==> src/rtl/fetch_pkg.sv <==
// -----------------------------------------------------------------------------
// fetch_pkg
// Shared constants and types for the PC / fetch-queue front end: default
// reset PC and redirect vectors, kernel-bit position, the nop encoding and the
// redirect-cause enumeration used by the next-PC priority mux.
// Ports: none (package).
// -----------------------------------------------------------------------------
package fetch_pkg;

  localparam int unsigned XLEN_DEF = 32;
  localparam int unsigned KBIT     = XLEN_DEF - 1;

  localparam logic [XLEN_DEF-1:0] RESET_PC_DEF = 32'h0000_0004;
  localparam logic [XLEN_DEF-1:0] EXC_VEC_DEF  = 32'h8000_0008;
  localparam logic [XLEN_DEF-1:0] IRQ_VEC_DEF  = 32'h8000_0004;

  localparam logic [31:0] NOP = 32'h0000_0000;

  // Which source, if any, steers the PC this cycle (highest priority first).
  typedef enum logic [1:0] {
    CAUSE_NONE = 2'd0,
    CAUSE_EXC  = 2'd1,
    CAUSE_IRQ  = 2'd2,
    CAUSE_BR   = 2'd3
  } redir_cause_t;

endpackage

==> src/rtl/pc_fetch_queue_if.sv <==
// -----------------------------------------------------------------------------
// pc_fetch_queue_if
// Bundles the instruction-memory port, redirect inputs and the decode-side
// valid/ready handshake of pc_fetch_queue.
//   master : the fetch unit (drives if_pc, id_*, fq_count, kernel)
//   slave  : the surroundings (imem data, redirects, decode ready)
// -----------------------------------------------------------------------------
interface pc_fetch_queue_if #(
  parameter int unsigned XLEN  = 32,
  parameter int unsigned DEPTH = 4
);
  localparam int unsigned CNT_W = $clog2(DEPTH) + 1;

  logic [XLEN-1:0]  if_pc;
  logic [31:0]      if_inst;
  logic             exc_req;
  logic             irq_req;
  logic             redir_valid;
  logic [XLEN-1:0]  redir_pc;
  logic             redir_user;
  logic             id_ready;
  logic             id_valid;
  logic [31:0]      id_inst;
  logic [XLEN-1:0]  id_pc4;
  logic [CNT_W-1:0] fq_count;
  logic             kernel;

  modport master (
    output if_pc, id_valid, id_inst, id_pc4, fq_count, kernel,
    input  if_inst, exc_req, irq_req, redir_valid, redir_pc, redir_user, id_ready
  );

  modport slave (
    input  if_pc, id_valid, id_inst, id_pc4, fq_count, kernel,
    output if_inst, exc_req, irq_req, redir_valid, redir_pc, redir_user, id_ready
  );

endinterface

==> src/rtl/fetch_queue.sv <==
// -----------------------------------------------------------------------------
// fetch_queue
// DEPTH-entry circular buffer of W-bit words with push, pop and flush.
//   clk, reset : clock, synchronous active-high reset
//   i_flush    : drop all entries (wins over push/pop)
//   i_push     : enqueue i_wdata (accepted when not full or popping)
//   i_pop      : dequeue head (ignored when empty)
//   o_rdata    : current head entry
//   o_count    : occupancy, 0..DEPTH
//   o_empty    : occupancy is zero
//   o_full     : occupancy equals DEPTH
// -----------------------------------------------------------------------------
module fetch_queue #(
  parameter int unsigned DEPTH = 4,
  parameter int unsigned W     = 64
) (
  input  logic                   clk,
  input  logic                   reset,
  input  logic                   i_flush,
  input  logic                   i_push,
  input  logic                   i_pop,
  input  logic [W-1:0]           i_wdata,
  output logic [W-1:0]           o_rdata,
  output logic [$clog2(DEPTH):0] o_count,
  output logic                   o_empty,
  output logic                   o_full
);

  localparam int unsigned PTR_W = $clog2(DEPTH);
  localparam int unsigned CNT_W = PTR_W + 1;

  logic [W-1:0]     r_mem [DEPTH];
  logic [PTR_W-1:0] r_wr_ptr;
  logic [PTR_W-1:0] r_rd_ptr;
  logic [CNT_W-1:0] r_count;

  logic w_do_push;
  logic w_do_pop;

  assign o_empty = (r_count == '0);
  assign o_full  = (r_count == CNT_W'(DEPTH));

  // A full queue still accepts a push when the head leaves in the same cycle.
  assign w_do_pop  = i_pop & ~o_empty;
  assign w_do_push = i_push & (~o_full | w_do_pop);

  // Pointers and occupancy; power-of-two depth makes the pointers wrap naturally.
  always_ff @(posedge clk) begin
    if (reset || i_flush) begin
      r_wr_ptr <= '0;
      r_rd_ptr <= '0;
      r_count  <= '0;
    end else begin
      if (w_do_push) r_wr_ptr <= r_wr_ptr + PTR_W'(1);
      if (w_do_pop)  r_rd_ptr <= r_rd_ptr + PTR_W'(1);
      case ({w_do_push, w_do_pop})
        2'b10:   r_count <= r_count + CNT_W'(1);
        2'b01:   r_count <= r_count - CNT_W'(1);
        default: r_count <= r_count;
      endcase
    end
  end

  // Storage; contents need no reset since occupancy gates every read.
  always_ff @(posedge clk) begin
    if (!reset && !i_flush && w_do_push) r_mem[r_wr_ptr] <= i_wdata;
  end

  assign o_rdata = r_mem[r_rd_ptr];
  assign o_count = r_count;

endmodule

==> src/rtl/pc_fetch_queue.sv <==
// -----------------------------------------------------------------------------
// pc_fetch_queue
// Fetch PC generator plus a DEPTH-entry instruction queue feeding decode over
// a valid/ready handshake. Exception, interrupt and branch/jump redirects
// flush the queue; the kernel bit (PC[XLEN-1]) is carried across sequential
// fetch and branch redirects.
//   clk, reset : clock, synchronous active-high reset
//   bus        : pc_fetch_queue_if.master
//                if_pc/if_inst   combinational imem read
//                exc_req, irq_req, redir_valid/redir_pc/redir_user  redirects
//                id_ready/id_valid/id_inst/id_pc4  decode handshake
//                fq_count        queue occupancy
//                kernel          if_pc[XLEN-1]
// Build option: FQ_BYPASS_EN -- when the queue is empty, a fetched word goes
// straight into the ID registers (1-cycle fetch-to-decode); otherwise every
// word passes through the queue (2 cycles).
// -----------------------------------------------------------------------------
module pc_fetch_queue
  import fetch_pkg::*;
#(
  parameter int unsigned     XLEN     = 32,
  parameter int unsigned     DEPTH    = 4,
  parameter int unsigned     IDX_W    = 8,
  parameter logic [XLEN-1:0] RESET_PC = XLEN'(RESET_PC_DEF),
  parameter logic [XLEN-1:0] EXC_VEC  = XLEN'(EXC_VEC_DEF),
  parameter logic [XLEN-1:0] IRQ_VEC  = XLEN'(IRQ_VEC_DEF)
) (
  input  logic              clk,
  input  logic              reset,
  pc_fetch_queue_if.master  bus
);

  localparam int unsigned CNT_W = $clog2(DEPTH) + 1;
  localparam int unsigned QW    = 32 + XLEN;

`ifdef FQ_BYPASS_EN
  localparam bit BYPASS = 1'b1;
`else
  localparam bit BYPASS = 1'b0;
`endif

  logic [XLEN-1:0]  r_pc;
  logic             r_id_valid;
  logic [31:0]      r_id_inst;
  logic [XLEN-1:0]  r_id_pc4;

  logic [XLEN-1:0]  w_pc_nxt;
  logic             w_id_valid_nxt;
  logic [31:0]      w_id_inst_nxt;
  logic [XLEN-1:0]  w_id_pc4_nxt;

  logic             w_kernel;
  logic             w_irq_take;
  redir_cause_t     w_cause;
  logic [XLEN-1:0]  w_redir_tgt;
  logic [IDX_W-1:0] w_idx_inc;
  logic [XLEN-1:0]  w_pc4;

  logic             w_pop;
  logic             w_push;
  logic             w_bypass;
  logic             w_q_push;
  logic             w_q_pop;
  logic             w_q_flush;
  logic [QW-1:0]    w_q_rdata;
  logic [CNT_W-1:0] w_q_count;
  logic             w_q_empty;
  logic             w_q_full;

  assign w_kernel   = r_pc[XLEN-1];
  assign w_irq_take = bus.irq_req & ~w_kernel;

  // Sequential successor: only the instruction index advances, wrapping in place.
  assign w_idx_inc = r_pc[IDX_W+1:2] + IDX_W'(1);
  assign w_pc4     = {r_pc[XLEN-1:IDX_W+2], w_idx_inc, r_pc[1:0]};

  // Redirect cause, exception first.
  always_comb begin
    w_cause = CAUSE_NONE;
    if (bus.exc_req)          w_cause = CAUSE_EXC;
    else if (w_irq_take)      w_cause = CAUSE_IRQ;
    else if (bus.redir_valid) w_cause = CAUSE_BR;
  end

  // Redirect target; branches keep the current kernel bit unless told to drop it.
  always_comb begin
    w_redir_tgt = {(bus.redir_user ? 1'b0 : w_kernel), bus.redir_pc[XLEN-2:0]};
    case (w_cause)
      CAUSE_EXC: w_redir_tgt = EXC_VEC;
      CAUSE_IRQ: w_redir_tgt = IRQ_VEC;
      default:   ;
    endcase
  end

  // Handshake terms for the no-redirect case.
  assign w_pop    = bus.id_ready | ~r_id_valid;
  assign w_push   = (w_q_count < CNT_W'(DEPTH)) | (w_pop & ~w_q_empty);
  assign w_bypass = BYPASS & w_q_empty & w_pop & w_push;

  // Next PC, queue controls and ID register contents.
  always_comb begin
    w_pc_nxt       = r_pc;
    w_id_valid_nxt = r_id_valid;
    w_id_inst_nxt  = r_id_inst;
    w_id_pc4_nxt   = r_id_pc4;
    w_q_push       = 1'b0;
    w_q_pop        = 1'b0;
    w_q_flush      = 1'b0;
    if (w_cause != CAUSE_NONE) begin
      w_pc_nxt       = w_redir_tgt;
      w_q_flush      = 1'b1;
      w_id_valid_nxt = 1'b0;
      w_id_inst_nxt  = NOP;
      w_id_pc4_nxt   = '0;
    end else begin
      if (w_push) begin
        w_pc_nxt = w_pc4;
        w_q_push = ~w_bypass;
      end
      if (w_pop) begin
        if (!w_q_empty) begin
          w_q_pop        = 1'b1;
          w_id_valid_nxt = 1'b1;
          w_id_inst_nxt  = w_q_rdata[QW-1:XLEN];
          w_id_pc4_nxt   = w_q_rdata[XLEN-1:0];
        end else if (w_bypass) begin
          w_id_valid_nxt = 1'b1;
          w_id_inst_nxt  = bus.if_inst;
          w_id_pc4_nxt   = w_pc4;
        end else begin
          w_id_valid_nxt = 1'b0;
          w_id_inst_nxt  = NOP;
        end
      end
    end
  end

  // PC and ID registers.
  always_ff @(posedge clk) begin
    if (reset) begin
      r_pc       <= RESET_PC;
      r_id_valid <= 1'b0;
      r_id_inst  <= NOP;
      r_id_pc4   <= '0;
    end else begin
      r_pc       <= w_pc_nxt;
      r_id_valid <= w_id_valid_nxt;
      r_id_inst  <= w_id_inst_nxt;
      r_id_pc4   <= w_id_pc4_nxt;
    end
  end

  fetch_queue #(
    .DEPTH (DEPTH),
    .W     (QW)
  ) u_fetch_queue (
    .clk     (clk),
    .reset   (reset),
    .i_flush (w_q_flush),
    .i_push  (w_q_push),
    .i_pop   (w_q_pop),
    .i_wdata ({bus.if_inst, w_pc4}),
    .o_rdata (w_q_rdata),
    .o_count (w_q_count),
    .o_empty (w_q_empty),
    .o_full  (w_q_full)
  );

  assign bus.if_pc    = r_pc;
  assign bus.kernel   = w_kernel;
  assign bus.id_valid = r_id_valid;
  assign bus.id_inst  = r_id_inst;
  assign bus.id_pc4   = r_id_pc4;
  assign bus.fq_count = w_q_count;

  // Occupancy already encodes fullness; the flag is kept for observability.
  logic w_unused;
  assign w_unused = w_q_full;

endmodule
==> src/flat_wrapper.sv <==
// flat-port wrapper written by rule: the top's interface ports become plain ports
module pc_fetch_queue_flat import fetch_pkg::*;
#(
  parameter int unsigned     XLEN     = 32,
  parameter int unsigned     DEPTH    = 4,
  parameter int unsigned     IDX_W    = 8,
  parameter logic [XLEN-1:0] RESET_PC = XLEN'(RESET_PC_DEF),
  parameter logic [XLEN-1:0] EXC_VEC  = XLEN'(EXC_VEC_DEF),
  parameter logic [XLEN-1:0] IRQ_VEC  = XLEN'(IRQ_VEC_DEF)
)
  (clk, reset, bus_if_pc, bus_id_valid, bus_id_inst, bus_id_pc4, bus_fq_count, bus_kernel, bus_if_inst, bus_exc_req, bus_irq_req, bus_redir_valid, bus_redir_pc, bus_redir_user, bus_id_ready);
  pc_fetch_queue_if #(.XLEN(XLEN), .DEPTH(DEPTH)) bus_i ();
  input  logic clk;
  input  logic reset;
  output wire logic [$bits(bus_i.if_pc)-1:0] bus_if_pc;
  output wire logic [$bits(bus_i.id_valid)-1:0] bus_id_valid;
  output wire logic [$bits(bus_i.id_inst)-1:0] bus_id_inst;
  output wire logic [$bits(bus_i.id_pc4)-1:0] bus_id_pc4;
  output wire logic [$bits(bus_i.fq_count)-1:0] bus_fq_count;
  output wire logic [$bits(bus_i.kernel)-1:0] bus_kernel;
  input wire logic [$bits(bus_i.if_inst)-1:0] bus_if_inst;
  input wire logic [$bits(bus_i.exc_req)-1:0] bus_exc_req;
  input wire logic [$bits(bus_i.irq_req)-1:0] bus_irq_req;
  input wire logic [$bits(bus_i.redir_valid)-1:0] bus_redir_valid;
  input wire logic [$bits(bus_i.redir_pc)-1:0] bus_redir_pc;
  input wire logic [$bits(bus_i.redir_user)-1:0] bus_redir_user;
  input wire logic [$bits(bus_i.id_ready)-1:0] bus_id_ready;
  assign bus_if_pc = bus_i.if_pc;
  assign bus_id_valid = bus_i.id_valid;
  assign bus_id_inst = bus_i.id_inst;
  assign bus_id_pc4 = bus_i.id_pc4;
  assign bus_fq_count = bus_i.fq_count;
  assign bus_kernel = bus_i.kernel;
  assign bus_i.if_inst = bus_if_inst;
  assign bus_i.exc_req = bus_exc_req;
  assign bus_i.irq_req = bus_irq_req;
  assign bus_i.redir_valid = bus_redir_valid;
  assign bus_i.redir_pc = bus_redir_pc;
  assign bus_i.redir_user = bus_redir_user;
  assign bus_i.id_ready = bus_id_ready;
  pc_fetch_queue #(.XLEN(XLEN), .DEPTH(DEPTH), .IDX_W(IDX_W), .RESET_PC(RESET_PC), .EXC_VEC(EXC_VEC), .IRQ_VEC(IRQ_VEC)) u_core (.clk(clk), .reset(reset), .bus(bus_i));
endmodule
==> config.mk <==
export PLATFORM = sky130hd
export DESIGN_NAME = pc_fetch_queue_flat
export DESIGN_NICKNAME = d
export VERILOG_FILES = /design/src/rtl/fetch_pkg.sv /design/src/rtl/pc_fetch_queue_if.sv /design/src/rtl/fetch_queue.sv /design/src/rtl/pc_fetch_queue.sv /design/src/flat_wrapper.sv
export SDC_FILE = /design/constraint.sdc
export NUM_CORES = 1
export LEC_CHECK = 0
export ABC_AREA = 1
export ABC_CLOCK_PERIOD_IN_PS = 5200
export BUFFER_PORTS_ARGS = -buffer_cell sky130_fd_sc_hd__buf_2
export CAP_MARGIN = 0
export CORE_AREA = 10 10 186 188
export CTS_CLUSTER_SIZE = 10
export DETAILED_ROUTE_END_ITERATION = 10
export DIE_AREA = 0 0 196 198
export RECOVER_POWER = 25
export SLEW_MARGIN = 25
export SYNTH_ARGS = -nofsm -noshare
export SYNTH_HDL_FRONTEND = slang
export SYNTH_HIERARCHICAL = 1
export SYNTH_SLANG_ARGS = --single-unit
==> constraint.sdc <==
create_clock -name clk -period 5.2 [get_ports clk]
set_input_delay 0.26 -clock clk [delete_from_list [all_inputs] [get_ports clk]]
set_output_delay 0.26 -clock clk [all_outputs]
set_load 0.01 [all_outputs]
### After elaboration in Yosys (flattened, before gate mapping)

Memories as Yosys holds them, arrays and structs flattened. A register that Yosys moved wholly into a read port is not among the register bits.
Cells that the tools add are included.

| word-level totals | value |
|---|---|
| flip-flop bits (word level) | 104 |
| memory bits (writable) | 256 |
| input bits | 71 |
| output and inout port bits | 101 |
| logic and storage cells | 64 |
| memories kept | 1 |

| cells by class | value |
|---|---|
| $add $sub $neg | 5 |
| $lt $le $gt $ge | 1 |
| eq/ne operators | 5 |
| mux-type cells | 19 |
| bitwise logic cells | 11 |
| reductions and logical operators | 13 |

Memories:

| memory | depth | width | read ports | clocked after memory_dff | write ports | RTL line | text |
|---|---|---|---|---|---|---|---|
| u_core.u_fetch_queue.r_mem | 4 | 64 | 1 | 1 | 1 | fetch_queue.sv:32 | `logic [W-1:0] r_mem [DEPTH];` |

Operators with widths:

| operator | number |
|---|---|
| 32-bit 2-to-1 mux | 2 |
| 32-bit case mux with 2 select lines | 1 |
| 10-bit 2-to-1 mux | 1 |
| 2-bit 2-to-1 mux | 5 |
| 1-bit 2-to-1 mux | 9 |
| 8-bit by 1-bit adder with 8-bit output, second input constant | 1 |
| 3-bit case mux with 2 select lines | 1 |
| 2-bit nonzero test | 3 |
| 2-bit by 1-bit adder with 2-bit output, second input constant | 2 |
| 1-bit bitwise AND | 4 |
| 2-bit by 1-bit == test with 1-bit output, second input constant | 2 |
| 2-bit == test, second input constant | 2 |
| 1-bit NOT | 4 |
| 2-bit AND reduction | 2 |
| 3-bit by 1-bit adder with 3-bit output, second input constant | 1 |
| 3-bit == test, second input constant | 1 |
| 3-bit logical NOT | 1 |
| 3-bit less-than comparator, second input constant | 1 |
| 1-bit OR | 3 |
| 3-bit nonzero test | 1 |
| 3-bit by 1-bit subtractor with 3-bit output, second input constant | 1 |
| 1-bit logical AND | 2 |
| 1-bit logical NOT | 2 |
| 2-bit OR reduction | 1 |
| 1-bit logical OR | 1 |

### Depth between registers and ports, before layout

Gate-level depths: netlist of the first run.

| logic depth | value |
|---|---|
| depth in word-level cells | 12 |
| depth in mapped cells | 16 |
| depth with buffers taken out | 16 |

### By module

The synthesis of the first run kept the hierarchy.

Modules (own cells, without submodules):

| module | instances | cells each | area an instance (um^2) |
|---|---|---|---|
| fetch_queue | 1 | 687 | 9,975.8 |
| pc_fetch_queue | 1 | 463 | 3,803.6 |

### Least setup slack after synthesis of the first run

No wires, ideal clock.

| timing | value |
|---|---|
| path kind | register to register |
| start point | reg u_core.u_fetch_queue.r_count[2] (netlist: u_core/u_fetch_queue/o_count[2]) |
| end point | mem u_core.u_fetch_queue.r_mem[0][0], enable pin |
| setup time | 0.487 ns |
| arrival | 4.272 ns |
| required time | 4.713 ns |
| path slack | 0.441 ns |
| stages on the path, launching flop included | 11 |
| buffers on the path | 2 |
| period minus slack after synthesis | 4.759 ns |
| path through | dfxtp_1 -> inv_1 -> nand2_1 -> inv_1 -> inv_1 -> nand2_2 -> buf_6 -> buf_4 -> a21oi_1 -> nand3_1 -> nor2_1 |

| on the way | value |
|---|---|
| cells in the longest elaborated chain, start to end | 10 |
| elaborated cells on any way between the ends | 18 |
| classes of those cells | 1 x order compare; 1 x eq/ne; 7 x mux; 7 x bitwise; 2 x reduce/logical |

RTL lines:

| element | RTL line | text |
|---|---|---|
| start, declared | fetch_queue.sv:35 | `logic [CNT_W-1:0] r_count;` |
| start signal, assigned | fetch_queue.sv:57 | `2'b10: r_count <= r_count + CNT_W'(1);` |
| start signal, assigned | fetch_queue.sv:58 | `2'b01: r_count <= r_count - CNT_W'(1);` |
| start signal, assigned | fetch_queue.sv:59 | `default: r_count <= r_count;` |
| 3-bit logical NOT | fetch_queue.sv:40 | `assign o_empty = (r_count == '0);` |
| named net u_core.w_q_empty | pc_fetch_queue.sv:67 | `logic w_q_empty;` |
| 1-bit NOT | pc_fetch_queue.sv:97 | `assign w_push = (w_q_count < CNT_W'(DEPTH)) \| (w_pop & ~w_q_empty);` |
| 1-bit bitwise AND | pc_fetch_queue.sv:97 |  |
| 1-bit OR | pc_fetch_queue.sv:97 |  |
| 1-bit 2-to-1 mux | pc_fetch_queue.sv:116 | `if (w_push) begin` |
| 1-bit 2-to-1 mux | pc_fetch_queue.sv:109 | `if (w_cause != CAUSE_NONE) begin` |
| named net u_core.w_q_push | pc_fetch_queue.sv:62 | `logic w_q_push;` |
| 1-bit bitwise AND | fetch_queue.sv:45 | `assign w_do_push = i_push & (~o_full \| w_do_pop);` |
| 1-bit logical AND | fetch_queue.sv:66 | `if (!reset && !i_flush && w_do_push) r_mem[r_wr_ptr] <= i_wdata;` |
| 1-bit 2-to-1 mux | fetch_queue.sv:66 |  |
| 1-bit 2-to-1 mux (not written as such) | fetch_queue.sv:66 |  |
| end, declared | fetch_queue.sv:32 |  |

The timed path passes the listed nets, and every way through them passes these cells.

### Final worst setup path of the first run

| timing | value |
|---|---|
| start point | reg u_core.r_pc[31] (netlist: u_core/bus.if_pc[31]) |
| end point | mem u_core.u_fetch_queue.r_mem[3][41], enable pin |

| on the way | value |
|---|---|
| elaborated cells on any way between the ends | 16 |
| classes of those cells | 7 x mux; 5 x bitwise; 4 x reduce/logical |

RTL lines:

| element | RTL line | text |
|---|---|---|
| start, declared | pc_fetch_queue.sv:42 | `logic [XLEN-1:0] r_pc;` |
| start signal, assigned | pc_fetch_queue.sv:146 | `r_pc <= w_pc_nxt;` |
| 1-bit NOT | pc_fetch_queue.sv:71 | `assign w_irq_take = bus.irq_req & ~w_kernel;` |
| 1-bit bitwise AND | pc_fetch_queue.sv:71 |  |
| 2-bit 2-to-1 mux | pc_fetch_queue.sv:81 | `else if (w_irq_take) w_cause = CAUSE_IRQ;` |
| 2-bit 2-to-1 mux | pc_fetch_queue.sv:80 | `if (bus.exc_req) w_cause = CAUSE_EXC;` |
| 2-bit nonzero test | pc_fetch_queue.sv:109 |  |
| 1-bit 2-to-1 mux | pc_fetch_queue.sv:109 |  |
| named net u_core.w_q_flush | pc_fetch_queue.sv:64 | `logic w_q_flush;` |
| 1-bit logical NOT | fetch_queue.sv:66 |  |
| 1-bit logical AND (2 in a row) | fetch_queue.sv:66 |  |
| 1-bit 2-to-1 mux | fetch_queue.sv:66 |  |
| 1-bit 2-to-1 mux (not written as such) | fetch_queue.sv:66 |  |

The timed path passes the listed nets, and every way through them passes these cells.

==> results.json, run 1 <==
{
  "status": "complete, no violations",
  "holdPathEnd": "u_core/bus.if_pc[0]$_SDFFE_PP0P_",
  "firstDrtPassIters": 5,
  "setup_violations": 0,
  "cts_made_buffers": 42,
  "rr_worst_depth": 10,
  "r2r-end": "u_core/u_fetch_queue/r_mem[3][41]$_DFFE_PP_",
  "h-tree-depth": 2,
  "grt_max_degree": 91,
  "cts_root_buffer": "clkbuf_16",
  "drive_gt1_share_pct": 16.03,
  "synth_nets": 1231,
  "grt_overflow": 0,
  "grt_pass1_vias": 9237,
  "tightest_slew_ns": 0.9112,
  "cp_data_required_time_ns": 5.38,
  "postCtsSetupBuffers": 0,
  "slew_headroom_pct": 39.26,
  "worstSkewPairLatency_ns": 0.54,
  "leakage_uw": 0.006041,
  "dieArea_um2": 38810,
  "postCtsResizedCells": 0,
  "most-common-layout-cells": "edfxtp_1, nor2_1, buf_2",
  "row_count": 65,
  "cts_buffer_depth": 3,
  "holdBufCountCts": 53,
  "fp.dieW_um": 196,
  "min_from": "bus_redir_pc[0]",
  "clkSinkCount": 362,
  "hpwlAfterDp_mm": 18.95,
  "ioPinCount": 172,
  "post-route-period-util_pct": 70.94,
  "start_util_pct": 44.35,
  "gp_congestion": 0.7618,
  "r2r_slack_ns": 1.51,
  "fin_area_um2": 16560,
  "fmax_mhz": 271.1,
  "period_needed_ns": 3.689,
  "synth_cell_type_count": 31,
  "avgSynthCellArea_um2": 11.98,
  "startpoint_type": "flop",
  "tritoncts": "yes",
  "antenna_left": 0,
  "core_area_um2": 31070,
  "nNetsFinal": 1438,
  "skew_ns": 0.02608,
  "worstReg2RegStart": "u_core/bus.if_pc[31]$_SDFFE_PP0P_",
  "rsz0062_at_grt": "no",
  "tns_ns": 0,
  "cap_violations": 0,
  "critPathKind": "reg2reg",
  "totalWireLength_mm": 32.83,
  "cts.reportedPaths.clkPinSlew_ns": 0.06,
  "synth_warnings": 6,
  "diodes": 0,
  "placed_area_um2": 14790,
  "min_path_cells": 2,
  "synth_area_um2": 13780,
  "drc": 0,
  "layout_commonest_cell": "edfxtp_1",
  "path_max_fanout": 52,
  "postSynthCellCount": 1150,
  "port_buffers": 170,
  "arrival_ns": 3.87,
  "vias_per_cell": 5.157,
  "ir_drop_mv": 0.3258,
  "synth-seq-cells": 362,
  "drt_iter0_markers": 461,
  "ys_seq_area_share_pct": 71.19,
  "power_density_nw_per_um2": 368.3,
  "critical_path.startpoint": "u_core/bus.if_pc[31]$_SDFFE_PP0P_",
  "antenna_found_initial": 0,
  "totalPowerFinal_uw": 6097,
  "hp-class": "in2reg",
  "cp-end-kind": "flop",
  "vias": 9247,
  "die_h_um": 198,
  "grt_pass1_wl_mm": 51.67,
  "drv_slew": 0,
  "hold_viol_final": 0,
  "wl_per_cell_um": 18.31,
  "gr-usage-all-layers_pct": 16.56,
  "synthToLayoutAreaGrowth_pct": 20.15
}
registers in the layout (all words and copies together) (netlist names), named ones only:
register                       flops
u_core/u_fetch_queue/r_mem       256
u_core/bus.id_inst                32
u_core/bus.id_pc4                 32
u_core/bus.if_pc                  32
u_core/u_fetch_queue/o_count       3
u_core/u_fetch_queue/r_rd_ptr      2
u_core/u_fetch_queue/r_wr_ptr      2
u_core/bus.id_valid                1
critical path, stage by stage, from the launching register on:
cell and delay [ns]:
dfxtp_1 0.49, nor2_1 0.09, inv_1 0.09, a21oi_1 0.09, inv_1 0.10, ha_1 0.52, inv_2 0.18, nor2_1 0.41
nand3_1 0.44, nor2_4 0.52, buf_12 0.37
synth_stat cells, drive strengths merged:
master,n,area (um2)
inv,41,158.9
buf,48,407.9
clkbuf,22,87.58
o22ai,64,400.4
clkinv,1,3.750
ha,9,112.6
dfxtp,106,2122
nand2,133,504.2
or2,1,6.260
and3,1,6.260
fa,1,20.02
a32o,23,230.2
nand3,15,75.07
a21oi,61,309.1
nor2,196,769.5
o211ai,2,15.01
edfxtp,256,7687
and2,4,25.02
o21ai,160,800.8
nand4,6,37.54
stage by stage:
stage / std cells / setup slack, ns / util, % / hold WS (ns)
detailed placement: 1662 / 1.482 / 47.60 / 0.4470
global route: 1793 / 1.129 / 53.29 / 0.02952
floorplan: 1150 / 0.4412 / - / 0.3291
CTS: 1793 / 1.455 / 53.39 / 0.01455
global placement: 1662 / 1.548 / 47.60 / 0.4451
finish: 1793 / 1.511 / 53.29 / 0.03515
per-layer routing:
layer	part of all wire (%)	GRT usage, %	up-vias
li1	-	-	4543
met2	47	27.12	220
met1	45	21.96	4442
met4	1.3	3.563	0
met3	5.8	3.907	42
met5	0	0	-
power breakdown:
group	switching [uW]	internal [uW]	total, uW
combinational	150	97.9	247
clock	1080	1610	2690
sequential	33.5	3120	3150
worst max-delay path by stage:
stage	cells past startpoint	slack, ns	end
floorplan	10	0.44	u_core/u_fetch_queue/r_mem[0][0]$_DFFE_PP_
global placement	10	1.55	u_core/u_fetch_queue/r_mem[3][50]$_DFFE_PP_
detailed placement	10	1.48	u_core/u_fetch_queue/r_mem[3][50]$_DFFE_PP_
CTS	10	1.45	u_core/u_fetch_queue/r_mem[3][41]$_DFFE_PP_
global route	10	1.13	u_core/u_fetch_queue/r_mem[3][34]$_DFFE_PP_
finish	10	1.51	u_core/u_fetch_queue/r_mem[3][41]$_DFFE_PP_
cell families (layout without fill, tap and decap cells):
kind of cell    after synthesis  count (layout)  share of synthesized area (%)
simple gates                356             356                          10.33
buf+inv                     112             353                          4.776
flops                       362             362                          71.19
compound gates              310             310                          12.74
fa+ha+maj                    10              10                         0.9625
final cells by class:
class | count | area [um2]
Sequential cell | 362 | 9814
Clock inverter | 3 | 62.56
Tap cell | 402 | 503.0
Inverter | 42 | 165.2
Timing Repair Buffer | 233 | 1463
Multi-Input combinational cell | 676 | 3342
Clock buffer | 75 | 1206
Fill cell | 2732 | 14510
Note: power is estimated with default switching activity, not from simulation.
==> inputs of run 2 (changes only) <==
--- a/config.mk
+++ b/config.mk
@@ -6,13 +6,14 @@
 export NUM_CORES = 1
 export LEC_CHECK = 0
 export ABC_AREA = 1
-export ABC_CLOCK_PERIOD_IN_PS = 5200
+export ABC_CLOCK_PERIOD_IN_PS = 3000
 export BUFFER_PORTS_ARGS = -buffer_cell sky130_fd_sc_hd__buf_2
 export CAP_MARGIN = 0
 export CORE_AREA = 10 10 186 188
 export CTS_CLUSTER_SIZE = 10
 export DETAILED_ROUTE_END_ITERATION = 10
 export DIE_AREA = 0 0 196 198
+export PLACE_DENSITY = 0.67
 export RECOVER_POWER = 25
 export SLEW_MARGIN = 25
 export SYNTH_ARGS = -nofsm -noshare
==> constraint.sdc (replaced) <==
create_clock -name clk -period 3 [get_ports clk]
set_input_delay 0.15 -clock clk [delete_from_list [all_inputs] [get_ports clk]]
set_output_delay 0.15 -clock clk [all_outputs]
set_load 0.01 [all_outputs]
==> run 2 against run 1 <==
Against the previous run:
- critical path depth is 1 higher
- fmax grew 42%
- critical endpoint is now u_core/u_fetch_queue/r_mem[2][27]$_DFFE_PP_
- global-route usage barely moved
==> results.json, run 2 (same netlist as run 1, synthesis figures left out) <==
{
  "status": "complete, no violations",
  "cp-end-kind": "flop",
  "gr-usage-all-layers_pct": 16.56,
  "antenna_found_initial": 0,
  "cap_violations": 0,
  "firstDrtPassIters": 5,
  "tns_ns": 0,
  "drc": 0,
  "diodes": 0,
  "leakage_uw": 0.006154,
  "cts_buffer_depth": 3,
  "vias": 9511,
  "crit_slowest_cell": "nor2_4",
  "power.sequential.fraction_pct": 51.9,
  "power_switching_uw": 2151,
  "grt_pass1_wl_mm": 51.84,
  "tritoncts": "yes",
  "ir_drop_mv": 0.4042,
  "most-common-layout-cells": "edfxtp_1, nor2_1, buf_2",
  "fmax_mhz": 384.8,
  "worstSkewPairLatency_ns": 0.52,
  "hpwlAfterDp_mm": 19.58,
  "setup_violations": 0,
  "grt_overflow": 0,
  "pre_cts_ws_ns": 0.4247,
  "fin_cells": 1815,
  "core_area_um2": 31070,
  "internal-power_uw": 8382,
  "die_h_um": 198,
  "vias_per_cell": 5.240,
  "rsz0062_at_grt": "no",
  "wl_per_cell_um": 18.31,
  "comb_power_share_pct": 4.3,
  "hp-class": "in2reg",
  "period_needed_ns": 2.599,
  "crit_chain": "nor2_1 -> inv_1 -> a21oi_1 -> ha_1 -> inv_2 -> nor2_1 -> inv_1 -> nand2_1 -> nand3_2 -> nor2_4 -> buf_4",
  "ioPinCount": 172,
  "nNetsFinal": 1463,
  "clock_power_share_pct": 43.8,
  "regMostFlops": "u_core/u_fetch_queue/r_mem",
  "slowest_delay_ns": 0.40,
  "tightest_slew_ns": 0.9531,
  "power_density_nw_per_um2": 626.9,
  "antenna_left": 0,
  "postCtsSetupBuffers": 0,
  "dieArea_um2": 38810,
  "drv_slew": 0,
  "path_max_fanout": 10,
  "drive_gt1_share_pct": 16.35,
  "r2r-end": "u_core/u_fetch_queue/r_mem[2][27]$_DFFE_PP_",
  "synthToLayoutAreaGrowth_pct": 21.94,
  "port_buffers": 170,
  "cts_root_buffer": "clkbuf_16",
  "fp.dieW_um": 196,
  "largest_reg_flops": 256,
  "clkSinkCount": 362,
  "r2r_slack_ns": 0.40,
  "holdWs_ns": 0.03258,
  "grt_max_degree": 87,
  "min_from": "bus_redir_pc[3]",
  "h-tree-depth": 2,
  "arrival_ns": 2.81,
  "skew_ns": 0.01220,
  "rr_worst_depth": 11,
  "hold_viol_final": 0,
  "cts.reportedPaths.clkPinSlew_ns": 0.05,
  "grt_pass1_vias": 9461,
  "fin_ws_ns": 0.4012,
  "start_util_pct": 44.35,
  "fin_util_pct": 54.08,
  "critPathKind": "reg2reg",
  "gp_congestion": 0.8301,
  "layout_commonest_cell": "edfxtp_1",
  "cts_made_buffers": 42,
  "startpoint_type": "flop",
  "cp_data_required_time_ns": 3.21,
  "dp.cells": 1676,
  "sw_frac_of_total_pct": 20.42,
  "row_count": 65,
  "post-route-period-util_pct": 86.63,
  "min_path_cells": 5,
  "worstReg2RegStart": "u_core/bus.if_pc[31]$_SDFFE_PP0P_",
  "slew_headroom_pct": 36.46,
  "totalWireLength_mm": 33.24,
  "holdPathEnd": "u_core/bus.if_pc[3]$_SDFFE_PP0P_",
  "drt_iter0_markers": 566
}
-- run 2: changes by cell type in the layout (fill, tap and decap cells not counted), moves of 2 or more --
cell and change:
buf_4 +10, dlygate4sd3_1 +11, clkbuf_1 +4, buf_12 +4, clkinv_8 -2, buf_2 -7
clkbuf_16 +2
-- run 2: final cells by class --
type,instances,area [um2]
sequential,362,9816
clock buffer,74,1245
tap,402,503.0
clock inverter,1,3.754
multi-input combinational,676,3351
timing repair buffer,258,1719
fill,2634,14260
inverter,42,165.2
-- run 2: critical path: cells and delay by family, from the launching register on --
family          cells  cell delay (ns)
compound gates      1             0.18
flops               1             0.31
buf+inv             4             0.53
simple gates        5             1.05
fa+ha+maj           1             0.22
-- run 2: per-layer routing --
layer | part of all wire (%) | routed length (um) | vias to the layer above | global-route usage, %
met4 | 1.8 | 598 | 0 | 4.270
met3 | 6.8 | 2252 | 55 | 3.653
met2 | 48 | 15890 | 301 | 27.49
li1 | - | - | 4586 | -
met5 | 0 | 0 | - | 0
met1 | 44 | 14490 | 4569 | 21.55
-- run 2: power by group through the flow --
stage          clock [uW]  combinational, uW  sequential (uW)
2_1_floorplan           0                207             5570
3_3_place_gp            0                381             5570
3_5_place_dp            0                388             5570
4_1_cts              4720                459             5470
5_1_grt              4940                500             5470
6_report             4620                452             5470
-- run 2: metrics by stage --
stage | cell area [um2] | total power (uW)
after floorplan | 13820 | 5779
after global placement | 14950 | 5947
after detailed placement | 14950 | 5957
after CTS | 16840 | 10650
after global routing | 16800 | 10910
final | 16800 | 10530
-- run 2: worst max-delay path by stage --
stage	from	to	slack, ns	cells past startpoint
after detailed placement	u_core/bus.if_pc[31]$_SDFFE_PP0P_	u_core/u_fetch_queue/r_mem[2][20]$_DFFE_PP_	0.42	11
after floorplan	u_core/bus.if_pc[31]$_SDFFE_PP0P_	u_core/u_fetch_queue/r_mem[0][0]$_DFFE_PP_	0.002	9
after global routing	u_core/bus.if_pc[31]$_SDFFE_PP0P_	u_core/u_fetch_queue/r_mem[2][26]$_DFFE_PP_	0.22	11
after global placement	u_core/bus.if_pc[31]$_SDFFE_PP0P_	u_core/u_fetch_queue/r_mem[2][24]$_DFFE_PP_	0.45	11
after CTS	u_core/bus.if_pc[31]$_SDFFE_PP0P_	u_core/u_fetch_queue/r_mem[2][27]$_DFFE_PP_	0.38	11
final	u_core/bus.if_pc[31]$_SDFFE_PP0P_	u_core/u_fetch_queue/r_mem[2][27]$_DFFE_PP_	0.40	11
-- run 2: what timing repair did --
| action | CTS | global route |
|---|---|---|
| hold buffers | 64 | 0 |
| hold endpoints to repair | 159 | 0 |
| resized for setup | 0 | 0 |
